--- config.mk ---
export PLATFORM = sky130hd
export DESIGN_NAME = regfile_dbg
export DESIGN_NICKNAME = d
export VERILOG_FILES = /design/src/rtl/hxd32_pkg.sv /design/src/rtl/regfile_dbg.sv
export SDC_FILE = /design/constraint.sdc
export NUM_CORES = 1
export LEC_CHECK = 0
export ABC_AREA = 0
export CAP_MARGIN = 30
export CORE_MARGIN = 4
export CORE_UTILIZATION = 31
export CTS_CLUSTER_SIZE = 25
export DETAILED_ROUTE_END_ITERATION = 7
export PLACE_DENSITY = 0.71
export SYNTH_ARGS = -nofsm -noshare
export SYNTH_HDL_FRONTEND = slang
export SYNTH_SLANG_ARGS = --single-unit
export TNS_END_PERCENT = 1
--- constraint.sdc ---
create_clock -name clk_i -period 2.75 [get_ports clk_i]
set_clock_uncertainty 0.2 [all_clocks]
set_input_delay 0.55 -clock clk_i [delete_from_list [all_inputs] [get_ports clk_i]]
set_output_delay 0.55 -clock clk_i [all_outputs]
set_load 0.01 [all_outputs]
--- src/rtl/hxd32_pkg.sv ---
// Shared hxd32 core parameters used by the register-file debug initiator.
package hxd32_pkg;

  localparam int XLEN   = 32;
  localparam int GPR_AW = 5;

  localparam logic [GPR_AW-1:0] GPR_LAST = 5'd31;

endpackage

--- src/rtl/regfile_dbg.sv ---
// Debug-side initiator for the hxd32 register file.
// Halts the core, performs one GPR read/write or a full x0..x31 dump through
// the regfile ports, and returns each result on a valid/ready channel.
//
// state  | meaning
// -------+----------------------------------------------------------------
// IDLE   | ready for a host request, core running
// HALT   | halt_req raised, waiting for the core to report it is stalled
// ACCESS | one cycle on the regfile ports (write pulse or read sample)
// RESP   | response held on rsp_*; dumps loop back to ACCESS for next GPR
module regfile_dbg
  import hxd32_pkg::GPR_AW, hxd32_pkg::GPR_LAST;
#(
  parameter int XLEN = hxd32_pkg::XLEN
) (
  input  logic              clk_i,
  input  logic              rst_i,
  input  logic              req_valid_i,
  output logic              req_ready_o,
  input  logic              req_wr_i,
  input  logic              req_dump_i,
  input  logic [GPR_AW-1:0] req_addr_i,
  input  logic [XLEN-1:0]   req_data_i,
  output logic              rsp_valid_o,
  input  logic              rsp_ready_i,
  output logic [GPR_AW-1:0] rsp_addr_o,
  output logic [XLEN-1:0]   rsp_data_o,
  output logic              rsp_last_o,
  output logic              halt_req_o,
  input  logic              halt_ack_i,
  output logic              rf_wr_en_o,
  output logic [GPR_AW-1:0] rf_wr_addr_o,
  output logic [XLEN-1:0]   rf_wr_data_o,
  output logic [GPR_AW-1:0] rf_rd_addr_o,
  input  logic [XLEN-1:0]   rf_rd_data_i
);

  typedef enum logic [1:0] {
    IDLE   = 2'd0,
    HALT   = 2'd1,
    ACCESS = 2'd2,
    RESP   = 2'd3
  } state_t;

  state_t            state;
  state_t            state_nxt;
  logic              mode_wr;
  logic              mode_dump;
  logic [GPR_AW-1:0] cur_addr;
  logic [XLEN-1:0]   wdata;
  logic              more_beats;

  // A dump keeps going until the beat for x31 has been handed off.
  assign more_beats = mode_dump && (cur_addr != GPR_LAST);

  // State register; reset aborts any access in flight.
  always_ff @(posedge clk_i or posedge rst_i) begin
    if (rst_i) begin
      state <= IDLE;
    end else begin
      state <= state_nxt;
    end
  end

  // Next state and state-decoded outputs; no input reaches an output here.
  always_comb begin
    state_nxt    = state;
    req_ready_o  = 1'b0;
    halt_req_o   = 1'b1;
    rsp_valid_o  = 1'b0;
    rf_rd_addr_o = '0;
    rf_wr_en_o   = 1'b0;
    rf_wr_addr_o = '0;
    rf_wr_data_o = '0;
    case (state)
      IDLE: begin
        req_ready_o = 1'b1;
        halt_req_o  = 1'b0;
        if (req_valid_i) begin
          state_nxt = HALT;
        end
      end
      HALT: begin
        if (halt_ack_i) begin
          state_nxt = ACCESS;
        end
      end
      ACCESS: begin
        rf_rd_addr_o = cur_addr;
        // x0 is hardwired; skip the write pulse rather than rely on the regfile.
        if (mode_wr && (cur_addr != '0)) begin
          rf_wr_en_o   = 1'b1;
          rf_wr_addr_o = cur_addr;
          rf_wr_data_o = wdata;
        end
        state_nxt = RESP;
      end
      RESP: begin
        rsp_valid_o = 1'b1;
        if (rsp_ready_i) begin
          state_nxt = more_beats ? ACCESS : IDLE;
        end
      end
      default: begin
        state_nxt = IDLE;
      end
    endcase
  end

  // Request latch, dump address counter and registered response fields.
  always_ff @(posedge clk_i or posedge rst_i) begin
    if (rst_i) begin
      mode_wr    <= 1'b0;
      mode_dump  <= 1'b0;
      cur_addr   <= '0;
      wdata      <= '0;
      rsp_addr_o <= '0;
      rsp_data_o <= '0;
      rsp_last_o <= 1'b0;
    end else begin
      if ((state == IDLE) && req_valid_i) begin
        mode_dump <= req_dump_i;
        mode_wr   <= req_wr_i && !req_dump_i;
        cur_addr  <= req_dump_i ? '0 : req_addr_i;
        wdata     <= req_data_i;
      end
      if (state == ACCESS) begin
        rsp_addr_o <= cur_addr;
        rsp_last_o <= !mode_dump || (cur_addr == GPR_LAST);
        if (mode_wr) begin
          rsp_data_o <= (cur_addr == '0) ? '0 : wdata;
        end else begin
          rsp_data_o <= rf_rd_data_i;
        end
      end
      if ((state == RESP) && rsp_ready_i && more_beats) begin
        cur_addr <= cur_addr + 1'b1;
      end
    end
  end

endmodule

==> metrics.cfg <==
[synth]
netlist_instances=433
synth_compound_area_frac=0.118
avgSynthCellArea_um2=8.86
synth_top_family_by_area=simple AND/OR/NAND/NOR gates
yosys.area_share.simple=0.309
synth_area_leaders=dfrtp_1, nand2_1, and2_4
yosysTopAreaCellShare=0.515
muxShareOfSynthArea=0.00294
syn_area_um2=3830
synthAdderAreaFrac=0.00979
ys_ff_latch=79
yosysWarningCount=0
synth-xor-area-share=0
syn-num-nets=512
yosysTopAreaCell=dfrtp_1
synth_cell_types=33
yosysSeqAreaShare=0.515

[drt]
vias=3718
first_pass_iters=5
drc=0
drt-total-wl_um=12700
first_iter_violations=204
via_per_inst=4.74
avgRoutedWirePerCell_um=16.2
detail-route-antenna-nets=0

[timing]
finalWorstSetupSlack_ns=-0.0712
min_period_ns=2.82
hold_violations=0
rsz0062_at_grt=yes
slew_headroom=0.710
final-max-slew-violation-count=0
finalSetupViolCount=31
max_freq_mhz=354
tightest_slew_ns=0.435
period_share=1.03

[power]
p_per_area_nw_per_um2=962
intPower_w=0.00390
vdd_ir_drop_max_uv=405
pwr-share-comb=0.450
power.leakage_nw=3.04
sequentialPowerShare=0.339
totalPowerFinal_w=0.00604
p_clk_frac=0.212
switchingPower_w=0.00214
switching_share=0.354

[finish]
diodes=0
final_nets=693
nFillCells=1108
fin_area_um2=6270
drive_above_1_share=0.220
multiInputGateArea_um2=1780
seqCellArea_um2=1980
syn_to_final_growth_pct=63.6

[global_routing]
antenna_found_initial=0
grt_remaining_overflow=0
grt_pass1_vias=3747
grt_start_max_net_pins=80
grt_pass1_wl_um=19600
track_usage=0.174

[worst_setup_path]
cp-start-kind=register
r2r-start=cur_addr[1]
cp.required_ns=2.00
critPathKind=reg -> out
cp-startpoint=cur_addr[0]
cp.arrival_ns=2.07
cp_max_fo=6
end_kind=output port

[clock_network]
h-tree-depth=3
tritoncts=done
max-clock-path-buffers=2
clk_pin_slew_ns=0.06
clock_latency_ns=0.33
cts_hold_buf=0
cts_made_buffers=9
cts.sink_count=79
cts_root_buf=clkbuf_16

[run]
drv_cap=0

[status]
outcome=finished, violations left
violations=negative setup slack

[die]
num_rows=40
die_width_um=119
start_util=0.318
io_pins=160
core_um2=12100
die-area_um2=14200
die_y_um=119

[worst_hold_path]
holdCritStartpoint=rsp_addr_o[3]
hold_path_class=reg -> reg

[placed_design]
gp_congestion=0.806
place_area_um2=5650
io_buffers=159
dp_hpwl_um=8190
pre_cts_slack_ns=-0.105

-- logic make-up after synthesis --
family	after synthesis
adder cells (fa/ha/maj)	3
flip-flops	79
buffers and inverters	36
AO/OA/AOI/OAI	83
multiplexers	1
AND/OR/NAND/NOR	231
-- placed cells by master (no fill, tap or decap), types with 2 or more instances in the layout --
cell	count
inv_1	2
o21ai_0	34
and3_4	6
clkbuf_16	9
inv_2	2
dfrtp_1	78
bufinv_16	2
nor2b_1	2
a22oi_1	2
and3_1	33
and2_4	33
a21oi_1	36
clkdlybuf4s50_1	125
a21o_1	6
ha_1	2
a221o_1	2
buf_4	20
buf_6	47
clkinvlp_4	2
and3_2	3
nor3_1	3
nor2_1	6
nand2_1	138
clkbuf_8	2
and2_1	4
-- layer usage --
metal / up-vias / track usage / share of wire
li1: 1790 / - / -
met1: 1789 / 0.225 / 0.44
met2: 128 / 0.286 / 0.48
met3: 11 / 0.0465 / 0.069
met4: 0 / 0.0478 / 0.011
met5: - / 0 / 0
-- synthesized netlist by cell type --
cell type and n:
and3_1 33, or3b_2 1, buf_2 2, o22ai_1 1, and2_2 4, nor3b_4 1
dfrtp_1 79, and2_1 6, and3_4 1, o21bai_1 1, a21o_1 6, clkbuf_1 24
clkinv_1 1, nand3b_1 1, buf_8 1, or4b_4 1, nand2_1 138, and3_2 3
o21ai_0 34, a2bb2oi_1 1, nor3_1 3, a21oi_1 36, nand3_1 1, inv_1 5
nand2b_1 2, nor2b_1 3, mux2_2 1, a221o_1 2, nor2_1 6, ha_1 3
buf_6 3, and2_4 27, a22oi_1 2
-- power groups by stage --
stage                     Clock [W]  Sequential, W  Combinational (W)
after global routing        0.00135        0.00211            0.00298
after global placement            0        0.00201            0.00241
after detailed placement          0        0.00204            0.00249
after floorplan                   0        0.00210            0.00118
final                       0.00128        0.00205            0.00272
after CTS                   0.00131        0.00204            0.00266
-- path summary, 6_finish.rpt --
kind | endpoint | slack, ns | cells after the start
min in group asynchronous | rsp_addr_o[3] | 0.49 | 3
max in group asynchronous | mode_wr | 1.52 | 3
max | rf_wr_data_o[18] | -0.07 | 7
max reg2reg | cur_addr[3] | 0.19 | 9
min reg2reg | rsp_addr_o[3] | 0.28 | 1
min | rsp_addr_o[3] | 0.28 | 1
-- critical path, stage by stage (launching register included) --
cell,delay (ns)
dfrtp_1,0.39
inv_2,0.09
ha_4,0.12
or4b_4,0.52
and3_4,0.23
buf_6,0.13
and2_4,0.15
buf_6,0.11
-- through the flow --
step	std cells	hold WS (ns)	TNS, ns	utilization
4_1_cts	784	0.282	-2.24	0.507
6_report	785	0.275	-1.44	0.520
3_5_place_dp	749	0.269	-2.34	0.468
5_1_grt	785	0.300	-2.95	0.520
2_1_floorplan	433	0.251	0	-
3_3_place_gp	749	0.260	-0.437	0.468
-- flip-flops by register name (all words and copies together), names as in the netlist --
signal,flops
mode_wr,1
mode_dump,1
wdata,32
state,2
rsp_data_o,32
rsp_addr_o,5
rsp_last_o,1
cur_addr,5
-- area by class of cell --
type,count,share of cell area
timing repair buffer,195,0.313
clock buffer,11,0.0403
tap,168,0.0335
clock inverter,3,0.0108
multi-input combinational,323,0.283
inverter,6,0.00419
sequential,79,0.315
-- timing repair --
item | in CTS | in global routing
cloned | 5 | 0
pin swaps | 2 | 9
endpoints found under the setup margin | 34 | 36
buffers inserted | 16 | 1
gates resized for setup | 166 | 33
Power figures use the tool's default switching activity.
